**config.mk**
```make
export PLATFORM = sky130hd
export DESIGN_NAME = fcs_strip_packer
export DESIGN_NICKNAME = d
export VERILOG_FILES = /design/src/rtl/eth_pkg.sv /design/src/rtl/dibit_delay_line.sv /design/src/rtl/fcs_strip_packer.sv
export SDC_FILE = /design/constraint.sdc
export NUM_CORES = 1
export LEC_CHECK = 0
export CORE_ASPECT_RATIO = 0.7
export CORE_MARGIN = 5
export CORE_UTILIZATION = 57
export CTS_CLUSTER_SIZE = 14
export DETAILED_ROUTE_END_ITERATION = 7
export PLACE_DENSITY = 0.83
export SYNTH_ARGS = -nofsm -noshare
export SYNTH_HDL_FRONTEND = slang
export SYNTH_SLANG_ARGS = --single-unit
export TNS_END_PERCENT = 10
```
**constraint.sdc**
```tcl
create_clock -name clk -period 2.54 [get_ports clk]
set_input_delay 0.508 -clock clk [delete_from_list [all_inputs] [get_ports clk]]
set_output_delay 0.508 -clock clk [all_outputs]
set_load 0.005 [all_outputs]
```
**src/rtl/eth_pkg.sv**
```systemverilog
`default_nettype none
// +-------------------------------------------------------------------+
// | eth_pkg : shared constants and types for the dibit frame path     |
// | Rev 1.0                                                           |
// +-------------------------------------------------------------------+
package eth_pkg;
  localparam int FCS_DIBITS_DEFAULT = 16;
  localparam int DIBITS_PER_WORD    = 16;
  localparam int DIBITS_PER_BYTE    = 4;

  typedef logic [1:0] dibit_t;
endpackage
`default_nettype wire

```
**src/rtl/dibit_delay_line.sv**
```systemverilog
`default_nettype none
// +-------------------------------------------------------------------+
// | dibit_delay_line : DEPTH-entry dibit shift register with fill     |
// | count; emits the oldest dibit once DEPTH newer ones are held.     |
// | Rev 1.0                                                           |
// +-------------------------------------------------------------------+
module dibit_delay_line
  import eth_pkg::*;
#(
  parameter int DEPTH = FCS_DIBITS_DEFAULT
) (
  input  logic       clk,
  input  logic       rst,
  input  logic       in_valid,
  input  logic [1:0] in_dibit,
  input  logic       clear,
  output logic       out_valid,
  output logic [1:0] out_dibit
);
  localparam int c_FILL_W = $clog2(DEPTH + 1);

  logic [2*DEPTH-1:0]  r_sr;
  logic [c_FILL_W-1:0] r_fill;

  always_ff @(posedge clk or negedge rst) begin
    if (!rst) begin
      r_sr   <= '0;
      r_fill <= '0;
    end else begin
      if (in_valid) begin
        r_sr <= {r_sr[2*DEPTH-3:0], in_dibit};
      end
      if (clear) begin
        r_fill <= '0;
      end else if (in_valid && (r_fill != c_FILL_W'(DEPTH))) begin
        r_fill <= r_fill + c_FILL_W'(1);
      end
    end
  end

  assign out_valid = (r_fill == c_FILL_W'(DEPTH)) && in_valid;
  assign out_dibit = r_sr[2*DEPTH-1 -: 2];
endmodule
`default_nettype wire

```
**src/rtl/fcs_strip_packer.sv**
```systemverilog
`default_nettype none
// +-------------------------------------------------------------------+
// | fcs_strip_packer : strips the trailing FCS from a dibit frame and |
// | packs the payload into big-endian 32-bit words with a summary.    |
// | Rev 1.0                                                           |
// +-------------------------------------------------------------------+
module fcs_strip_packer
  import eth_pkg::*;
#(
  parameter int FCS_DIBITS = FCS_DIBITS_DEFAULT,
  parameter int LEN_WIDTH  = 16
) (
  input  logic                 clk,
  input  logic                 rst,
  input  logic                 axiiv,
  input  logic [1:0]           axiid,
  output logic                 axiov,
  output logic [31:0]          axiod,
  output logic                 axiolast,
  output logic [2:0]           axiobytes,
  output logic                 pkt_done,
  output logic [LEN_WIDTH-1:0] pkt_len,
  output logic                 pkt_err
);
  localparam int c_DCNT_W = $clog2(DIBITS_PER_WORD);
  localparam int c_BYTE_W = $clog2(DIBITS_PER_BYTE);

  logic                 r_armed;
  logic                 r_in_frame;
  logic [c_DCNT_W-1:0]  r_dcnt;
  logic [31:0]          r_partial;
  logic [31:0]          r_hold;
  logic                 r_hold_valid;
  logic [LEN_WIDTH-1:0] r_bytes;

  logic                 w_in_valid;
  logic                 w_eof;
  logic                 w_pay_valid;
  dibit_t               w_pay_dibit;
  logic [31:0]          w_word;
  logic [2:0]           w_part_bytes;

  // A frame already running when reset lifts is ignored until the first gap.
  assign w_in_valid   = axiiv && r_armed;
  assign w_eof        = r_in_frame && !axiiv;
  assign w_word       = r_partial | (32'(w_pay_dibit) << (5'd30 - {r_dcnt, 1'b0}));
  assign w_part_bytes = 3'((5'(r_dcnt) + 5'd3) >> 2);

  dibit_delay_line #(
    .DEPTH (FCS_DIBITS)
  ) u_delay (
    .clk       (clk),
    .rst       (rst),
    .in_valid  (w_in_valid),
    .in_dibit  (axiid),
    .clear     (w_eof),
    .out_valid (w_pay_valid),
    .out_dibit (w_pay_dibit)
  );

  always_ff @(posedge clk or negedge rst) begin
    if (!rst) begin
      r_armed      <= 1'b0;
      r_in_frame   <= 1'b0;
      r_dcnt       <= '0;
      r_partial    <= '0;
      r_hold       <= '0;
      r_hold_valid <= 1'b0;
      r_bytes      <= '0;
      axiov        <= 1'b0;
      axiod        <= '0;
      axiolast     <= 1'b0;
      axiobytes    <= '0;
      pkt_done     <= 1'b0;
      pkt_len      <= '0;
      pkt_err      <= 1'b0;
    end else begin
      r_armed    <= r_armed | ~axiiv;
      r_in_frame <= w_in_valid;
      axiov      <= 1'b0;
      axiod      <= '0;
      axiolast   <= 1'b0;
      axiobytes  <= '0;
      pkt_done   <= 1'b0;
      pkt_len    <= '0;
      pkt_err    <= 1'b0;

      if (w_eof) begin
        // Hold and partial are mutually exclusive here: a full word always resets the dibit count.
        if (r_hold_valid) begin
          axiov     <= 1'b1;
          axiod     <= r_hold;
          axiolast  <= 1'b1;
          axiobytes <= 3'd4;
        end else if (r_dcnt != '0) begin
          axiov     <= 1'b1;
          axiod     <= r_partial;
          axiolast  <= 1'b1;
          axiobytes <= w_part_bytes;
        end
        pkt_done     <= 1'b1;
        pkt_len      <= r_bytes;
        pkt_err      <= (r_bytes == '0) || (r_dcnt[c_BYTE_W-1:0] != '0);
        r_dcnt       <= '0;
        r_partial    <= '0;
        r_hold       <= '0;
        r_hold_valid <= 1'b0;
        r_bytes      <= '0;
      end else if (w_pay_valid) begin
        if (r_hold_valid) begin
          axiov        <= 1'b1;
          axiod        <= r_hold;
          axiobytes    <= 3'd4;
          r_hold_valid <= 1'b0;
        end
        // Counting at each byte's first dibit rounds a trailing partial byte up.
        if ((r_dcnt[c_BYTE_W-1:0] == '0) && (r_bytes != '1)) begin
          r_bytes <= r_bytes + LEN_WIDTH'(1);
        end
        if (r_dcnt == c_DCNT_W'(DIBITS_PER_WORD - 1)) begin
          r_hold       <= w_word;
          r_hold_valid <= 1'b1;
          r_partial    <= '0;
          r_dcnt       <= '0;
        end else begin
          r_partial <= w_word;
          r_dcnt    <= r_dcnt + c_DCNT_W'(1);
        end
      end
    end
  end
endmodule
`default_nettype wire

```
==> metrics.md <==
| Metric | Value |
|---|---|
| Setup TNS | `0 ps` |
| Post-Route WL | `16.5 mm` |
| Post-synthesis sequential area ratio | `62.0%` |
| # DRC | `0` |
| CP Class | `register to register` |
| Number of global-route vias before repair | `approximately 5300` |
| CTS sink count | `179` |
| First-pass detailed-route iteration total | `5` |
| Crit share post-route | `88.2%` |
| Hold Vio Cnt, Final | `0` |
| Yosys Warn Count | `0` |
| Post-route cell area | `8610 sq um` |
| Multi-input logic area | `2480 sq um` |
| Post_cts resized | `0` |
| CTS tree | `done` |
| Slowest-stage cell, CP | `nor2_2` |
| R2r setup slk | `300 ps` |
| Register area | `around 4500 sq um` |
| Largest net degree at the start of global routing | `59` |
| Max stage delay on crit path | `about 870 ps` |
| IO Count | `60` |
| Post-Synth Adder-Cell Area | `under 10%` |
| Max H-tree Level | `4` |
| Max_slew headroom | `22.9%` |
| Asr flop ratio synth | `100%` |
| CP Data Required Time | `2890 ps` |
| Flops & latches, synth | `179` |
| CP Cell Sequence | `ha_1 > nand3_1 > nor3_4 > nor2_2 > a22o_1` |
| Wire per inst | `18.8 um` |
| Post-synthesis mux area share | `less than 1%` |
| Cell Area, Placed | `8000 sq um` |
| Sw Ratio | `23.0%` |
| Status | `complete, no violations` |
| Final GP Congestion | `0.920` |
| TritonCTS Buffers | `17` |
| Slew of the pin with the lowest slew margin | `~1200 ps` |
| Hold Path Class | `input pin to asynchronous set/reset pin` |
| Vias | `5331` |
| R2r endpoint | `r_hold[13]` |
| Post-DRT Antenna Nets | `0` |
| Largest family of logic cells by synthesized area | `simple AND/OR/NAND/NOR gates` |
| Internal power | `between 4 and 5 mW` |
| Clock Root Buffer | `clkbuf_16` |
| Nets | `712` |
| Avg Inst Size Synth | `between 10 and 15 sq um` |
| Row count | `34` |
| Synth cell types | `52` |
| Max VDD drop | `598 uV` |
| Leak | `4.13 nW` |
| Critical R2R Launch | `r_dcnt[0]` |
| Synth Net Count | `655` |
| Comb power frac | `4.6%` |
| Core area | `12400 sq um` |
| Critical Path Sink Type | `register` |
| Skew-Pair Late Insertion Delay | `430 ps` |
| Filler Cell Count | `about 830` |
| Clock transition at path regs | `70 ps` |
| Startpoint Class | `register` |
| Layout cells sized above 1 | `9.38%` |
| Clock power frac | `45.2%` |
| Cell Pwr Density | `approximately 700 nW/um^2` |
| WP data arrival | `2590 ps` |
| R2R cell count | `5` |
| Ys flop type | `dfrtp_1` |
| Port buffer count | `59` |
| Cts hold-fix bufs | `0` |
| Die area | `15100 sq um` |
| Initial antenna violation count | `0` |
| Flop pwr share | `50.1%` |
| Core Util, Final | `69.3%` |
| Worst Clk Skew | `10.6 ps` |
| XOR/XNOR Fraction of Synth Area | `0.849%` |
| First-pass GRT wire length | `approximately 28 mm` |
| Final min period | `roughly 2200 ps` |
| Simple-gate share of the synthesized area | `17.2%` |
| Antenna Cells | `0` |
| Setup Buffers After CTS | `0` |
| Number of synthesized flops with an enable pin | `0` |
| Fmax | `447 MHz` |
| Post-Syn Area | `7220 sq um` |
| Synth Area in Compound Gates | `15.0%` |
| Post-DP HPWL | `10.5 mm` |
| Final Total Pwr | `6.00 mW` |
| Area Overhead vs Synth | `19.2%` |
| P_sw | `1.38 mW` |
| Synth Instances | `644` |
| DR iter-0 viols | `approximately 530` |
| Unrepaired setup endpoints after global routing | `false` |
| Initial Utilization | `58.1%` |
| Clock Path Buffers | `2` |
| Max-cap violation count | `0` |
| Total global-route track usage | `23.4%` |
| Final setup violation count | `0` |
| Slew Limit Fails | `0` |
| Die X-Extent | `between 100 and 150 um` |
| Peak fanout along the critical path | `26` |
| Via density | `slightly above 6` |
| Final hold slack | `roughly 34 ps` |
| GRT overflow | `0` |
| Die Ht | `104 um` |
[metrics by stage]
stage               cells  setup WS, ps
floorplan             644           598
global placement      844          74.6
detailed placement    844         -13.6
CTS                   876           276
global route          876           194
finish                876           300
[routing by layer]
layer  track usage [%]  vias to the layer above  wire (um)
li1                  -                     2393          -
met2              35.1                      258       7820
met3              6.62                       21       1450
met1              33.7                     2659       7000
met5                 0                        -          0
met4              6.86                        0        187
[sequential cells by signal, indices dropped and copies added, names as in the netlist]
signal and cells:
axiod 32, r_hold 32, r_partial 32, u_delay.r_sr 32
pkt_len 16, r_bytes 16, u_delay.r_fill 5, r_dcnt 4
axiobytes 3, axiolast 1, axiov 1, pkt_done 1
pkt_err 1, r_armed 1, r_hold_valid 1, r_in_frame 1
[worst max-delay path, delay by kind of cell, from the launching register on]
family          cells  cell delay (ps)
flops               1              460
fa+ha+maj           1              270
simple gates        3             1160
compound gates      1              270
[layout by cell type, fill, tap and decap left out, types with 3 or more instances in the layout]
master	netlist	routed
bufinv_16	0	3
or4_1	7	7
buf_4	8	19
ha_1	6	6
xor2_1	6	6
a21oi_1	39	39
a31oi_1	19	19
clkbuf_16	0	17
and2_1	16	16
nand2b_1	3	3
nand4_1	8	8
clkdlybuf4s50_1	0	58
inv_6	0	5
buf_12	0	3
a22o_1	58	58
nand3_1	20	20
and4_1	4	4
nor2_1	39	39
dfrtp_1	179	179
inv_1	9	9
nor3_1	11	11
nor2b_1	3	3
o21ai_0	15	15
o31ai_1	9	9
and3_1	9	9
nand2_1	107	107
[worst max-delay path by stage]
stage / from / endpoint / slack (ps)
after floorplan: r_dcnt[0] / r_bytes[15] / 600
after detailed placement: axiiv / r_hold[21] / -10
after global placement: axiiv / r_partial[27] / 70
final: r_dcnt[0] / r_hold[13] / 300
after global routing: u_delay.r_fill[0] / r_bytes[4] / 190
after CTS: u_delay.r_fill[0] / r_hold[13] / 280
[Yosys cell counts (all sizes together) (2+ instances only)]
cell type  instances  area [sq um]
a22o              58           508
o21ai             16          91.3
and3               9          56.3
inv                9          33.8
buf               30           179
nand4             10          92.6
a41o               2          20.0
or4                8          63.8
nor4               3          33.8
or3                2          12.5
o31ai              9          67.6
dfrtp            179          4480
a21oi             39           195
nand2b             3          18.8
clkinv             2          7.51
o41ai              2          17.5
and2              16           100
nor3              12          71.3
nand2            108           413
xor2               6          52.6
ha                 6          75.1
nor2b              3          18.8
clkbuf            13          48.8
o311ai             2          17.5
a31oi             19           119
and4               5          45.0
nor2              40           153
nand3             22           128
[kinds of logic after synthesis]
logic type      after synthesis
xor+xnor                      7
buf+inv                      54
simple gates                245
mux                           1
fa+ha+maj                     6
compound gates              152
flops                       179
[power groups by stage]
stage | logic (mW) | registers, mW | clock network, mW
finish | 0.277 | 3.01 | 2.71
global route | 0.320 | 3.02 | 2.89
CTS | 0.283 | 3.01 | 2.74
detailed placement | 0.280 | 3.06 | 0
global placement | 0.263 | 3.05 | 0
floorplan | 0.160 | 3.04 | 0
[cell type report]
class / instances / share of cell area, %
Clock buffer: 19 / 5.14
Clock inverter: 13 / 1.96
Inverter: 11 / 0.480
Multi-Input combinational cell: 411 / 28.8
Sequential cell: 179 / 52.0
Tap cell: 162 / 2.35
Timing Repair Buffer: 81 / 9.23
Note: power is estimated with default switching activity, not from simulation.
